<file path="src/rtl/alu_seq_pkg.sv">
// Shared types for the ALU instruction sequencer: opcode encodings,
// the 20-bit instruction word layout and the sequencer state encoding.
package alu_seq_pkg;

    localparam int WORD_W = 20;

    localparam logic [2:0] OP_ADD = 3'd0;
    localparam logic [2:0] OP_SUB = 3'd1;
    localparam logic [2:0] OP_AND = 3'd2;
    localparam logic [2:0] OP_OR  = 3'd3;
    localparam logic [2:0] OP_XOR = 3'd4;
    localparam logic [2:0] OP_MUL = 3'd5;
    localparam logic [2:0] OP_DIV = 3'd6;
    localparam logic [2:0] OP_CMP = 3'd7;

    // Field order fixes the word layout: [19] save, [18:16] opcode, [15:8] a, [7:0] b.
    typedef struct packed {
        logic       save;
        logic [2:0] opcode;
        logic [7:0] a;
        logic [7:0] b;
    } instr_t;

    typedef enum logic [2:0] {
        ST_IDLE,
        ST_FETCH,
        ST_ISSUE,
        ST_WAIT,
        ST_CAPTURE,
        ST_DONE
    } seq_state_e;

endpackage

</file>
<file path="src/rtl/alu_instr_sequencer_if.sv">
// Operand/result bundle between the sequencer (master) and the ALU datapath (slave).
interface alu_instr_sequencer_if;

    logic [7:0] a;
    logic [7:0] b;
    logic [2:0] opcode;
    logic       save;
    logic [7:0] alu_out;
    logic       carry_out;

    modport master (
        output a,
        output b,
        output opcode,
        output save,
        input  alu_out,
        input  carry_out
    );

    modport slave (
        input  a,
        input  b,
        input  opcode,
        input  save,
        output alu_out,
        output carry_out
    );

endinterface

</file>
<file path="src/rtl/alu_seq_prog_mem.sv">
// Program store for the sequencer: PROG_DEPTH instruction words, synchronous
// write that is blocked while a run is in progress, and a registered read.
module alu_seq_prog_mem
    import alu_seq_pkg::*;
#(
    parameter int PROG_DEPTH = 16,
    parameter int ADDR_W     = $clog2(PROG_DEPTH)
) (
    input  logic              clk,
    input  logic              we_i,
    input  logic              busy_i,
    input  logic [ADDR_W-1:0] waddr_i,
    input  instr_t            wdata_i,
    input  logic [ADDR_W-1:0] raddr_i,
    output instr_t            rdata_o
);

    instr_t mem_q [PROG_DEPTH];
    instr_t rdata_q;

    // Accept host writes only while the sequencer is idle.
    always_ff @(posedge clk) begin
        if (we_i && !busy_i) begin
            mem_q[waddr_i] <= wdata_i;
        end
    end

    // Registered read; a write and a read of the same address in one cycle
    // returns the old word, so a fetch one cycle after the write sees new data.
    always_ff @(posedge clk) begin
        rdata_q <= mem_q[raddr_i];
    end

    assign rdata_o = rdata_q;

endmodule

</file>
<file path="src/rtl/alu_instr_sequencer.sv">
// Clocked instruction sequencer that plays a stored program into the ALU
// datapath and reports each result. Optional macro ALU_SEQ_CHECKSUM_EN adds
// a 9-bit rotate/XOR checksum over all captured {carry, result} pairs.
module alu_instr_sequencer
    import alu_seq_pkg::*;
#(
    parameter int PROG_DEPTH  = 16,
    parameter int ADDR_W      = $clog2(PROG_DEPTH),
    parameter int ALU_LATENCY = 1
) (
    input  logic                   clk,
    input  logic                   reset,
    input  logic                   start,
    input  logic [ADDR_W:0]        prog_len,
    input  logic                   prog_we,
    input  logic [ADDR_W-1:0]      prog_addr,
    input  logic [WORD_W-1:0]      prog_wdata,
    alu_instr_sequencer_if.master  dp,
    output logic [7:0]             result,
    output logic                   result_carry,
    output logic                   result_valid,
    output logic [ADDR_W-1:0]      pc,
    output logic                   busy,
    output logic                   done
`ifdef ALU_SEQ_CHECKSUM_EN
    ,
    output logic [8:0]             checksum
`endif
);

    localparam logic [2:0]    LAT_L   = 3'(ALU_LATENCY);
    localparam logic [ADDR_W:0] DEPTH_L = (ADDR_W + 1)'(PROG_DEPTH);

    seq_state_e        state_q, state_d;
    logic [ADDR_W:0]   len_q, len_d;
    logic [ADDR_W-1:0] pc_q, pc_d;
    logic [2:0]        cnt_q, cnt_d;
    logic [7:0]        a_q, a_d;
    logic [7:0]        b_q, b_d;
    logic [2:0]        op_q, op_d;
    logic              save_q, save_d;
    logic [7:0]        result_q, result_d;
    logic              rcarry_q, rcarry_d;
    logic              rvalid_q, rvalid_d;
    logic              done_q, done_d;
`ifdef ALU_SEQ_CHECKSUM_EN
    logic [8:0]        csum_q, csum_d;
`endif

    instr_t            fetched;
    logic [ADDR_W:0]   len_clamped;
    logic              last_instr;
    logic              busy_w;

    assign busy_w      = (state_q != ST_IDLE);
    assign len_clamped = (prog_len > DEPTH_L) ? DEPTH_L : prog_len;
    assign last_instr  = (({1'b0, pc_q} + 1'b1) == len_q);

    alu_seq_prog_mem #(
        .PROG_DEPTH (PROG_DEPTH),
        .ADDR_W     (ADDR_W)
    ) u_prog_mem (
        .clk     (clk),
        .we_i    (prog_we),
        .busy_i  (busy_w),
        .waddr_i (prog_addr),
        .wdata_i (instr_t'(prog_wdata)),
        .raddr_i (pc_q),
        .rdata_o (fetched)
    );

    // State register.
    always_ff @(posedge clk) begin
        if (reset) begin
            state_q <= ST_IDLE;
        end else begin
            state_q <= state_d;
        end
    end

    // Next-state logic; start only matters in IDLE.
    always_comb begin
        state_d = state_q;
        case (state_q)
            ST_IDLE: begin
                if (start) begin
                    state_d = (prog_len == '0) ? ST_DONE : ST_FETCH;
                end
            end
            ST_FETCH:   state_d = ST_ISSUE;
            ST_ISSUE:   state_d = (LAT_L == 3'd0) ? ST_CAPTURE : ST_WAIT;
            ST_WAIT: begin
                if (cnt_q <= 3'd1) begin
                    state_d = ST_CAPTURE;
                end
            end
            ST_CAPTURE: state_d = last_instr ? ST_DONE : ST_FETCH;
            ST_DONE:    state_d = ST_IDLE;
            default:    state_d = ST_IDLE;
        endcase
    end

    // Per-state next values of the operand, result and bookkeeping registers.
    always_comb begin
        len_d    = len_q;
        pc_d     = pc_q;
        cnt_d    = cnt_q;
        a_d      = a_q;
        b_d      = b_q;
        op_d     = op_q;
        save_d   = save_q;
        result_d = result_q;
        rcarry_d = rcarry_q;
        rvalid_d = 1'b0;
        done_d   = 1'b0;
`ifdef ALU_SEQ_CHECKSUM_EN
        csum_d   = csum_q;
`endif
        case (state_q)
            ST_IDLE: begin
                if (start) begin
                    len_d  = len_clamped;
                    pc_d   = '0;
`ifdef ALU_SEQ_CHECKSUM_EN
                    csum_d = '0;
`endif
                end
            end
            ST_ISSUE: begin
                a_d    = fetched.a;
                b_d    = fetched.b;
                op_d   = fetched.opcode;
                save_d = fetched.save;
                cnt_d  = LAT_L;
            end
            ST_WAIT: begin
                cnt_d = cnt_q - 3'd1;
            end
            ST_CAPTURE: begin
                result_d = dp.alu_out;
                rcarry_d = dp.carry_out;
                rvalid_d = 1'b1;
                save_d   = 1'b0;
                if (!last_instr) begin
                    pc_d = pc_q + 1'b1;
                end
`ifdef ALU_SEQ_CHECKSUM_EN
                csum_d = {csum_q[7:0], csum_q[8]} ^ {dp.carry_out, dp.alu_out};
`endif
            end
            ST_DONE: begin
                done_d = 1'b1;
            end
            default: ;
        endcase
    end

    // Output and bookkeeping registers; reset zeroes every visible output.
    always_ff @(posedge clk) begin
        if (reset) begin
            len_q    <= '0;
            pc_q     <= '0;
            cnt_q    <= '0;
            a_q      <= '0;
            b_q      <= '0;
            op_q     <= '0;
            save_q   <= 1'b0;
            result_q <= '0;
            rcarry_q <= 1'b0;
            rvalid_q <= 1'b0;
            done_q   <= 1'b0;
`ifdef ALU_SEQ_CHECKSUM_EN
            csum_q   <= '0;
`endif
        end else begin
            len_q    <= len_d;
            pc_q     <= pc_d;
            cnt_q    <= cnt_d;
            a_q      <= a_d;
            b_q      <= b_d;
            op_q     <= op_d;
            save_q   <= save_d;
            result_q <= result_d;
            rcarry_q <= rcarry_d;
            rvalid_q <= rvalid_d;
            done_q   <= done_d;
`ifdef ALU_SEQ_CHECKSUM_EN
            csum_q   <= csum_d;
`endif
        end
    end

    assign dp.a         = a_q;
    assign dp.b         = b_q;
    assign dp.opcode    = op_q;
    assign dp.save      = save_q;
    assign result       = result_q;
    assign result_carry = rcarry_q;
    assign result_valid = rvalid_q;
    assign pc           = pc_q;
    assign busy         = busy_w;
    assign done         = done_q;
`ifdef ALU_SEQ_CHECKSUM_EN
    assign checksum     = csum_q;
`endif

endmodule

</file>
<file path="src/flat_wrapper.sv">
// flat-port wrapper written by rule: the top's interface ports become plain ports
module alu_instr_sequencer_flat import alu_seq_pkg::*;
#(
    parameter int PROG_DEPTH  = 16,
    parameter int ADDR_W      = $clog2(PROG_DEPTH),
    parameter int ALU_LATENCY = 1
)
  (clk, reset, start, prog_len, prog_we, prog_addr, prog_wdata, result, result_carry, result_valid, pc, busy, done, dp_a, dp_b, dp_opcode, dp_save, dp_alu_out, dp_carry_out);
  alu_instr_sequencer_if dp_i ();
  input  logic clk;
  input  logic reset;
  input  logic start;
  input  logic [ADDR_W:0] prog_len;
  input  logic prog_we;
  input  logic [ADDR_W-1:0] prog_addr;
  input  logic [WORD_W-1:0] prog_wdata;
  output logic [7:0] result;
  output logic result_carry;
  output logic result_valid;
  output logic [ADDR_W-1:0] pc;
  output logic busy;
  output logic done;
  output wire logic [$bits(dp_i.a)-1:0] dp_a;
  output wire logic [$bits(dp_i.b)-1:0] dp_b;
  output wire logic [$bits(dp_i.opcode)-1:0] dp_opcode;
  output wire logic [$bits(dp_i.save)-1:0] dp_save;
  input wire logic [$bits(dp_i.alu_out)-1:0] dp_alu_out;
  input wire logic [$bits(dp_i.carry_out)-1:0] dp_carry_out;
  assign dp_a = dp_i.a;
  assign dp_b = dp_i.b;
  assign dp_opcode = dp_i.opcode;
  assign dp_save = dp_i.save;
  assign dp_i.alu_out = dp_alu_out;
  assign dp_i.carry_out = dp_carry_out;
  alu_instr_sequencer #(.PROG_DEPTH(PROG_DEPTH), .ADDR_W(ADDR_W), .ALU_LATENCY(ALU_LATENCY)) u_core (.clk(clk), .reset(reset), .start(start), .prog_len(prog_len), .prog_we(prog_we), .prog_addr(prog_addr), .prog_wdata(prog_wdata), .dp(dp_i), .result(result), .result_carry(result_carry), .result_valid(result_valid), .pc(pc), .busy(busy), .done(done));
endmodule
</file>
<file path="config.mk">
export PLATFORM = sky130hd
export DESIGN_NAME = alu_instr_sequencer_flat
export DESIGN_NICKNAME = d
export VERILOG_FILES = /design/src/rtl/alu_seq_pkg.sv /design/src/rtl/alu_instr_sequencer_if.sv /design/src/rtl/alu_seq_prog_mem.sv /design/src/rtl/alu_instr_sequencer.sv /design/src/flat_wrapper.sv
export SDC_FILE = /design/constraint.sdc
export NUM_CORES = 1
export LEC_CHECK = 0
export CAP_MARGIN = 20
export CORE_UTILIZATION = 50
export CTS_BUF_LIST = sky130_fd_sc_hd__clkbuf_16
export DETAILED_ROUTE_END_ITERATION = 16
export GPL_TIMING_DRIVEN = 1
export HOLD_SLACK_MARGIN = 0.02
export PLACE_DENSITY = 0.72
export SETUP_SLACK_MARGIN = 0.5
export SLEW_MARGIN = 10
export SYNTH_ARGS = -nofsm -noshare
export SYNTH_HDL_FRONTEND = slang
export SYNTH_HIERARCHICAL = 1
export SYNTH_SLANG_ARGS = --single-unit
</file>
<file path="constraint.sdc">
create_clock -name clk -period 8.2 [get_ports clk]
set_input_delay 1.23 -clock clk [delete_from_list [all_inputs] [get_ports clk]]
set_output_delay 1.23 -clock clk [all_outputs]
set_load 0.005 [all_outputs]
</file>
* Word level (Yosys, flattened, before mapping) *
Memories as Yosys holds them, arrays and structs flattened. A register that Yosys moved wholly into a read port is not among the register bits.
Index checks and enable logic that the tools add are counted.

cells by class
  add/sub/neg operators = 3
  equal/unequal tests = 9
  $lt $le $gt $ge = 2
  reductions and logical operators = 11
  multiplexer cells = 15

operator list
  kind                                                            count
  one-hot mux 3 bit (5 select lines)                              1
  two-way mux 3 bit                                               4
  two-way mux 4 bit                                               2
  one-hot mux 4 bit (2 select lines)                              1
  == test 3 x 2 -> 1 bit, second input constant                   2
  == test 3 bit, second input constant                            2
  one-hot mux 3 bit (2 select lines)                              1
  nonzero test 2 bit                                              3
  adder 4 x 1 -> 5 bit, second input constant                     1
  == test 5 bit                                                   1
  greater-than comparator 5 bit, second input constant            1
  zero test 5 bit                                                 1
  two-way mux 5 bit                                               1
  adder 4 x 1 -> 4 bit, second input constant                     1
  two-way mux 1 bit                                               4
  inequality test 2 bit, second input constant                    2
  AND reduction 2 bit                                             2
  == test 3 x 1 -> 1 bit, second input constant                   1
  less-or-equal comparator 3 x 1 -> 1 bit, second input constant  1
  zero test 3 bit                                                 1
  AND reduction 3 bit                                             1
  nonzero test 3 bit                                              1
  subtractor 3 x 1 -> 3 bit, second input constant                1
  inequality test 2 x 1 -> 1 bit, second input constant           1
  other kinds (3)                                                 3

storage, ports and cells
  input bits = 42
  bits in registers = 46
  bits in writable memories = 320
  memories = 1
  logic and storage cells = 53
  output and inout bits = 36

memories
  memory                   words  bits a word  read ports  clocked after Yosys merged registers in  wr ports  line                    text
  u_core.u_prog_mem.mem_q  16     20           1           1                                        1         alu_seq_prog_mem.sv:18  instr_t mem_q [PROG_DEPTH];

* Depth between registers and ports, before layout *
  depth after elaboration = 5
  mapped depth = 6
  depth with buffers taken out = 6

* Cells and area by module *
Netlist, hierarchy kept.

modules (own cells, without submodules)
  module               sequential area each (µm²)  cells each  area an instance (µm²)  times used
  alu_seq_prog_mem     10009.6                     534         12539.5                 1
  alu_instr_sequencer  920.9                       232         1925.6                  1

* Worst setup path before layout *
OpenSTA, ideal clock, no wires.

  path kind = input to register
  from = input prog_addr[2]
  to = memory u_core/u_prog_mem/mem_q[0][0] in the netlist's numbering, enable pin
  setup time = 0.422 ns
  arrival = 3.004 ns
  stages on the path = 3
  path slack = 4.774 ns
  data required time = 7.778 ns
  path buffers = 0
  path through = nor3b_1 -> nand2b_1 -> nor3_1

RTL lines
  element          line                    text
  start, declared  flat_wrapper.sv:15      input logic [ADDR_W-1:0] prog_addr;
  end, declared    alu_seq_prog_mem.sv:18

No word-level cell before the write port.

* Final worst setup path *
  from = register u_core.pc_q[0] (netlist: u_core/pc[0])
  to = output pc[0]

RTL lines
  element                 line                        text
  start, declared         alu_instr_sequencer.sv:36   logic [ADDR_W-1:0] pc_q, pc_d;
  start signal, assigned  alu_instr_sequencer.sv:177  pc_q <= pc_d;
  end, declared           flat_wrapper.sv:20          output logic [ADDR_W-1:0] pc;

No word-level cell between the ends.

==> summary.txt <==
Placed design
  • IO Port Bufs: 77
  • Placer congestion estimate: approximately 0.8
  • Post-DP HPWL: 18100 µm
  • DP Cell Count: 1195

Layout
  • Multi-input gate area: about 3400 µm²
  • Leading cell type in the layout, fill and taps excluded: edfxtp_1
  • Synth-to-Final Area Change: 17.07%
  • Commonest non-fill, non-tap cells in the layout: edfxtp_1 (320), nand2_1 (84), clkdlybuf4s50_1 (77), dfxtp_1 (64), mux4_2 (64)
  • Final core occ: between 60% and 70%
  • Layout cells sized above 1: a little under a fifth
  • Post-Layout Cell Count: 1270
  • FF+latch area: 10940 µm²
  • Fin nets: 908
  • Fillers: 2083
  • Antenna fix cells: 0

Global route
  • Met2 global-route usage: 33.43%
  • Met1 GRT Util: 27.07%
  • Initial antenna violation count: 1
  • Number of global-route vias before repair: approximately 7000
  • GR Util met3: under 10%
  • Busiest grt layer: met2
  • Total GRT Usage: just over 20%
  • Global-route wire length before repair: approximately 43000 µm
  • Overflow after GRT: 0
  • Largest net degree at the start of global routing: 52

Setup path
  • Critical path's top delay family: flip-flops
  • CP Max Fanout: 42
  • CP Capture Type: primary output
  • WP buf/inv: 1
  • Reg2reg end: u_core/u_prog_mem/rdata_o[4]
  • Kind of start point of the critical path: flip-flop
  • Worst reg2reg path depth: 4
  • Worst Path Arrival: ~2000 ps
  • Flop-to-flop setup slack: 5300 ps
  • Crit path required time: 6970 ps
  • CP peak stage delay: about 870 ps
  • Worst reg2reg path startpoint: u_core/pc[0]
  • Crit-path slowest cell: dfxtp_4
  • Critical path type: flip-flop to primary output
  • Crit-path cells: clkdlybuf4s50_1

Routing
  • Post-Route WL: 29020 µm
  • DR pass1 iterations: 5
  • Vias: 7312
  • # DRC: 0
  • Initial DRC count: 592
  • DR WL/cell: 22.85 µm
  • DRT antenna net count: 0
  • Via/cell ratio: 5.757

Power
  • Combinational fraction of design power: 3.7%
  • Pwr dens: 229.5 nW/µm²
  • Clk network pwr share: 40.6%
  • LEAKAGE: 0.005327 µW
  • Peak VDD IR: 0.1788 mV
  • Internal Power: 3094 µW
  • Switch Pwr: 792.2 µW
  • Sequential Power Share: 55.7%
  • Switch share: 20.38%

Logic synthesis
  • Seq/Total Area, Yosys: 75.56%
  • Dominant synthesized flop cell: edfxtp_1
  • Register bit total from synthesis: between 300 and 400
  • Netlist Area Pre-Place: 14470 µm²
  • Post-synth ARST share: 0%
  • Post-Syn Nets: 811
  • Post-synth EDFFs: 320
  • Syn Inst Count: 766
  • YS warnings: 6
  • Yosys cell types: 47
  • Synth Area per Inst: ~19 µm²

STA
  • Final Setup Violations: 0
  • RSZ-0062 raised after global routing: no
  • Slew Limit Fails: 0
  • Clk_skew: 20.43 ps
  • Achievable frequency: 303.8 MHz
  • Worst relative slew slack: between 20 and 30%
  • Setup TNS: 0 ps
  • Final Hold Violating Endpoints: 0
  • Slew @ Worst Pin: 1048 ps
  • Tcrit/Tclk final: approximately two fifths
  • Crit path time final: ~3300 ps

Clocking
  • CTS tree: built
  • # clock sinks: 386
  • H-tree depth: 2
  • Hold_buf cts: 0
  • Clock slew at reported path FFs: 60 ps
  • Num CTS Buffers: 39
  • Root Driver: clkbuf_16
  • Postcts setup bufs: 0
  • Clock buffer depth: 3
  • Post_cts resized: 0
  • Clock Latency Late Sink: 530 ps

Die
  • Die width: 172.1 µm
  • Ports: 78
  • Initial core utilization: 51.50%
  • Core area: 28090 µm²
  • DIE AREA: 29620 µm²
  • Rows: 61
  • Die height: 172.1 µm

Worst hold path
  • Worst hold start: u_core/u_prog_mem/rdata_o[2]
  • Hold path cells: 2
  • WHS Endpoint: u_core/dp.b[2]
  • Hold Crit Class: flip-flop to flip-flop

Job
  • Max-cap viol count: 0

Outcome
  • Outcome: finished, final reports clean
[final cells by class]
class | instances | area share [%]
Multi-Input combinational cell | 335 | 19.93
Sequential cell | 386 | 64.59
Clock buffer | 40 | 5.911
Tap cell | 378 | 2.793
Inverter | 4 | 0.08866
Clock inverter | 30 | 0.8570
Timing Repair Buffer | 97 | 5.837
[layer usage]
layer	up-vias	part of all wire [%]
met5	-	0
met4	0	2.7
met3	51	6.5
met2	267	49
met1	3711	41
li1	3283	-
[registers in the layout, indices dropped and copies added, names as in the netlist, 3 cells and up]
| signal | cells |
|---|---|
| u_core/state_q | 3 |
| u_core/dp.opcode | 3 |
| u_core/u_prog_mem/mem_q | 320 |
| u_core/len_q | 5 |
| u_core/dp.a | 8 |
| u_core/u_prog_mem/rdata_o | 20 |
| u_core/cnt_q | 3 |
| u_core/dp.b | 8 |
| u_core/pc | 4 |
| u_core/result | 8 |
[cells in the mapped netlist, types with 5 or more instances]
cell type    n  area share (%)
edfxtp_1   320              66
nand2_1     84             2.2
dfxtp_1     66             9.1
mux4_2      64              10
a22oi_1     40             2.1
a21oi_1     39             1.3
clkbuf_1    30            0.78
nor2_1      22            0.57
mux4_1      16             2.9
nor3b_1      8            0.42
buf_6        5            0.39
nand2b_1     5            0.22
nor2b_1      5            0.22
nor3_1       5            0.17
[kinds of logic after synthesis]
kind of cell	Yosys count	synth area share (%)
and+or+nand+nor	149	4.792
buffers and inverters	45	1.540
muxes	81	12.94
xor gates and xnor gates	5	0.3028
AOI/OAI and AO/OA	97	4.602
adders and majority gates	3	0.2595
DFF	386	75.56
[per-stage QoR]
stage	total power (µW)	hold WS, ps	setup WS, ps	instance area (µm²)
after floorplan	2265	417.4	4774	14470
after global placement	2346	423.2	4612	15650
after detailed placement	2351	428.2	4597	15710
after CTS	3915	433.7	4840	16850
after global routing	4003	462.0	4772	16940
final	3886	430.2	4909	16940
[how the worst max path moves through the flow]
stage / slack (ps) / startpoint / endpoint / cells past startpoint
6_report: 4910 / u_core/pc[0] / pc[0] / 1
5_1_grt: 4770 / u_core/pc[0] / pc[0] / 1
4_1_cts: 4840 / u_core/pc[0] / pc[0] / 1
3_5_place_dp: 4600 / prog_we / u_core/u_prog_mem/mem_q[9][2] / 4
3_3_place_gp: 4610 / prog_we / u_core/u_prog_mem/mem_q[3][15] / 4
2_1_floorplan: 4770 / prog_addr[2] / u_core/u_prog_mem/mem_q[0][0] / 3
[power groups by stage]
stage / registers (µW) / clock network (µW) / logic, µW
6_report: 2170 / 1580 / 143
5_1_grt: 2170 / 1680 / 156
4_1_cts: 2170 / 1610 / 144
3_5_place_dp: 2210 / 0 / 143
3_3_place_gp: 2210 / 0 / 139
2_1_floorplan: 2200 / 0 / 63.2
Note: power is estimated with default switching activity, not from simulation.
==> edit, RTL diff (same flow settings) <==
Re-encode `seq_state_e` (6 states) as Gray code, 3 bits wide.
--- a/src/rtl/alu_seq_pkg.sv
+++ b/src/rtl/alu_seq_pkg.sv
@@ -24,8 +24,8 @@
     typedef enum logic [2:0] {
-        ST_IDLE,
-        ST_FETCH,
-        ST_ISSUE,
-        ST_WAIT,
-        ST_CAPTURE,
-        ST_DONE
+        ST_IDLE    = 3'b000,
+        ST_FETCH   = 3'b001,
+        ST_ISSUE   = 3'b011,
+        ST_WAIT    = 3'b010,
+        ST_CAPTURE = 3'b110,
+        ST_DONE    = 3'b111
     } seq_state_e;
Function: same outputs for any inputs over 10 cycles, from zero or initial values and one cycle with reset high; not proved beyond that.
==> edit against the unedited design <==
- setup slack improved by 0.050 ns
- final cell count is 0.71% higher
- via count is 0.68% higher
- sequential cell count unchanged
- largest power group unchanged
- area after synthesis fell by 0.12%
- cell area barely moved
- wire length increased by 0.59%
- highest routed layer unchanged
- power up 2.7%
==> edit: results (changes against the unedited design) <==
* EDFF count, synth at 320 (unchanged)
* Largest Register: u_core/u_prog_mem/mem_q (unchanged)
* Flop-to-flop setup slack at 5.22 ns (was 5.30 ns)
* Worst Hold Path EP: u_core/dp.a[0]$_SDFFE_PP0P_ (was u_core/dp.b[2]$_SDFFE_PP0P_)
* Maximum VDD drop at 0.000150 V (was 0.000179 V)
* Post-synthesis sequential area ratio at 75.7% (was 75.6%)
* HP Start: u_core/u_prog_mem/rdata_o[8]$_DFF_P_ (was u_core/u_prog_mem/rdata_o[2]$_DFF_P_)
* Post-CTS Setup Bufs at 0 (unchanged)
* Worst Hold Class: reg -> reg (unchanged)
* XOR/XNOR Fraction of Synth Area at 0.303% (about the same)
* Post-synthesis compound-gate area fraction at 4.35% (was 4.60%)
* Gr usage total at 20.5% (was 20.2%)
* Min-Delay Path Depth at 2 (unchanged)
* Skew final at 0.0136 ns (was 0.0204 ns)
* Status: finished clean (unchanged)
* Worst reg2reg endpoint: u_core/u_prog_mem/rdata_o[17]$_DFF_P_ (was u_core/u_prog_mem/rdata_o[4]$_DFF_P_)
* Synth warn at 6 (unchanged)
* Dpl cell area at 0.0157 mm^2 (about the same)
* Mux contribution to synthesized area at 13.0% (was 12.9%)
* Drt pass-1 iters at 5 (unchanged)
* Crit path DAT at 2.01 ns (was 2.06 ns)
* Dpl hpwl at 17,300 um (was 18,100 um)
* Vias in the first global route at 7,336 (was 7,202)
* First-pass GRT wire length at 44,000 um (was 43,100 um)
* Relative slew slack at 25.0% (was 29.8%)
* Leakage power total at 5.31 nW (was 5.33 nW)
* Library cells used by synthesis at 44 (was 47)
* Cts bufs inserted at 39 (unchanged)
* Initial antenna violation count at 0 (was 1)
* Wirelength per Cell at 22.8 um (was 22.9 um)
* Worst Reg-to-Reg Cells at 4 (unchanged)
* Mean Syn Cell Area at 18.7 um^2 (was 18.9 um^2)
* Syn nets at 818 (was 811)
* Initial DRC count at 736 (was 592)
* Ys flop type: edfxtp_1 (unchanged)
* # nets final at 916 (was 908)
* Post-synth top cells: 320 x edfxtp_1, 83 x nand2_1, 66 x dfxtp_1 (was 320 x edfxtp_1, 84 x nand2_1, 66 x dfxtp_1)
* Layout cell share with drive strength beyond 1 at 17.6% (was 18.2%)
* Final Wtd Congestion at 0.810 (was 0.778)
* Post_cts resized at 0 (unchanged)
* Synth area leaders: edfxtp_1 67%, mux4_2 10%, dfxtp_1 9.1% (was edfxtp_1 66%, mux4_2 10%, dfxtp_1 9.1%)
* Clock root buffer: clkbuf_16 (unchanged)
* Fin cells at 1,279 (was 1,270)
* Count of input and output buffers at 77 (unchanged)
* Critical-path maximum fanout at 13 (was 42)
* Clock Latency Late Sink at 0.52 ns
* Clock buffer depth at 3 (unchanged)
* Largest net degree at the start of global routing at 65 (was 52)
* Vias/cell at 5.76 (about the same)
* Placed insts at 1,204 (was 1,195)
* Max reg flops at 320 (unchanged)
* Post-Synth Adder-Cell Area at 0.260% (was 0.259%)
==> edit: changes by cell type after synthesis, moves of 3 or more <==
cell,unedited run,this run
inv_1,3,9
nor2_1,22,30
o2111ai_1,4,0
nand2b_1,5,8
nor3b_1,8,5
nor3_1,5,9
o21ai_0,4,1
==> edit: critical path: stages, from the launching register on <==
cell and delay (ns):
dfxtp_1 0.54, nor3_1 0.11, inv_1 0.28, clkdlybuf4s50_1 0.57
==> edit: layer usage <==
| layer | vias to the layer above | share of wire (%) | global-route usage, % |
|---|---|---|---|
| met2 | 249 | 47 | 32.5 |
| met4 | 0 | 2.9 | 7.31 |
| li1 | 3287 | - | - |
| met1 | 3774 | 44 | 29.1 |
| met3 | 52 | 5.8 | 3.41 |
| met5 | - | 0 | 0 |
==> edit: kinds of logic (layout without fill, tap and decap cells) <==
family	count (synthesis)	after routing
buf+inv	50	176
xor+xnor	5	5
compound gates	94	94
other cells	0	2
flops	386	386
fa+ha+maj	3	3
simple gates	153	153
mux	82	82
==> edit: final cells by class <==
class / instances / area (um^2)
diodes: 2 / 5.00
clock buffers: 41 / 1030
clock inverters: 28 / 145
fillers: 2052 / 11200
inverters: 9 / 33.8
multi-input cells: 337 / 3330
flip-flops and latches: 386 / 10900
well taps: 378 / 473
repair buffers: 98 / 978
==> edit: metrics by stage <==
stage	util, %	hold WS, ns	setup slack [ns]	power (W)
global route	60.3	0.458	4.86	0.00412
CTS	60.0	0.438	4.94	0.00402
detailed placement	55.8	0.429	4.66	0.00241
finish	60.3	0.438	4.96	0.00399
global placement	55.8	0.421	4.65	0.00240
floorplan	-	0.417	4.77	0.00231
==> edit: power by group <==
part | leakage (nW) | internal (W) | switching [W]
Combinational | 1.29 | 0.0000759 | 0.000109
Clock | 0.586 | 0.000929 | 0.000692
Sequential | 3.43 | 0.00216 | 0.0000213
==> edit: worst max-delay path by stage <==
stage,startpoint,to,cells after the start
3_5_place_dp,prog_we,u_core/u_prog_mem/mem_q[1][12]$_DFFE_PP_,4
4_1_cts,u_core/pc[0]$_SDFFE_PP0P_,pc[0],1
6_report,u_core/state_q[2]$_SDFFE_PP0P_,busy,3
5_1_grt,u_core/state_q[2]$_SDFFE_PP0P_,busy,3
2_1_floorplan,prog_addr[2],u_core/u_prog_mem/mem_q[0][0]$_DFFE_PP_,3
3_3_place_gp,prog_we,u_core/u_prog_mem/mem_q[2][2]$_DFFE_PP_,4
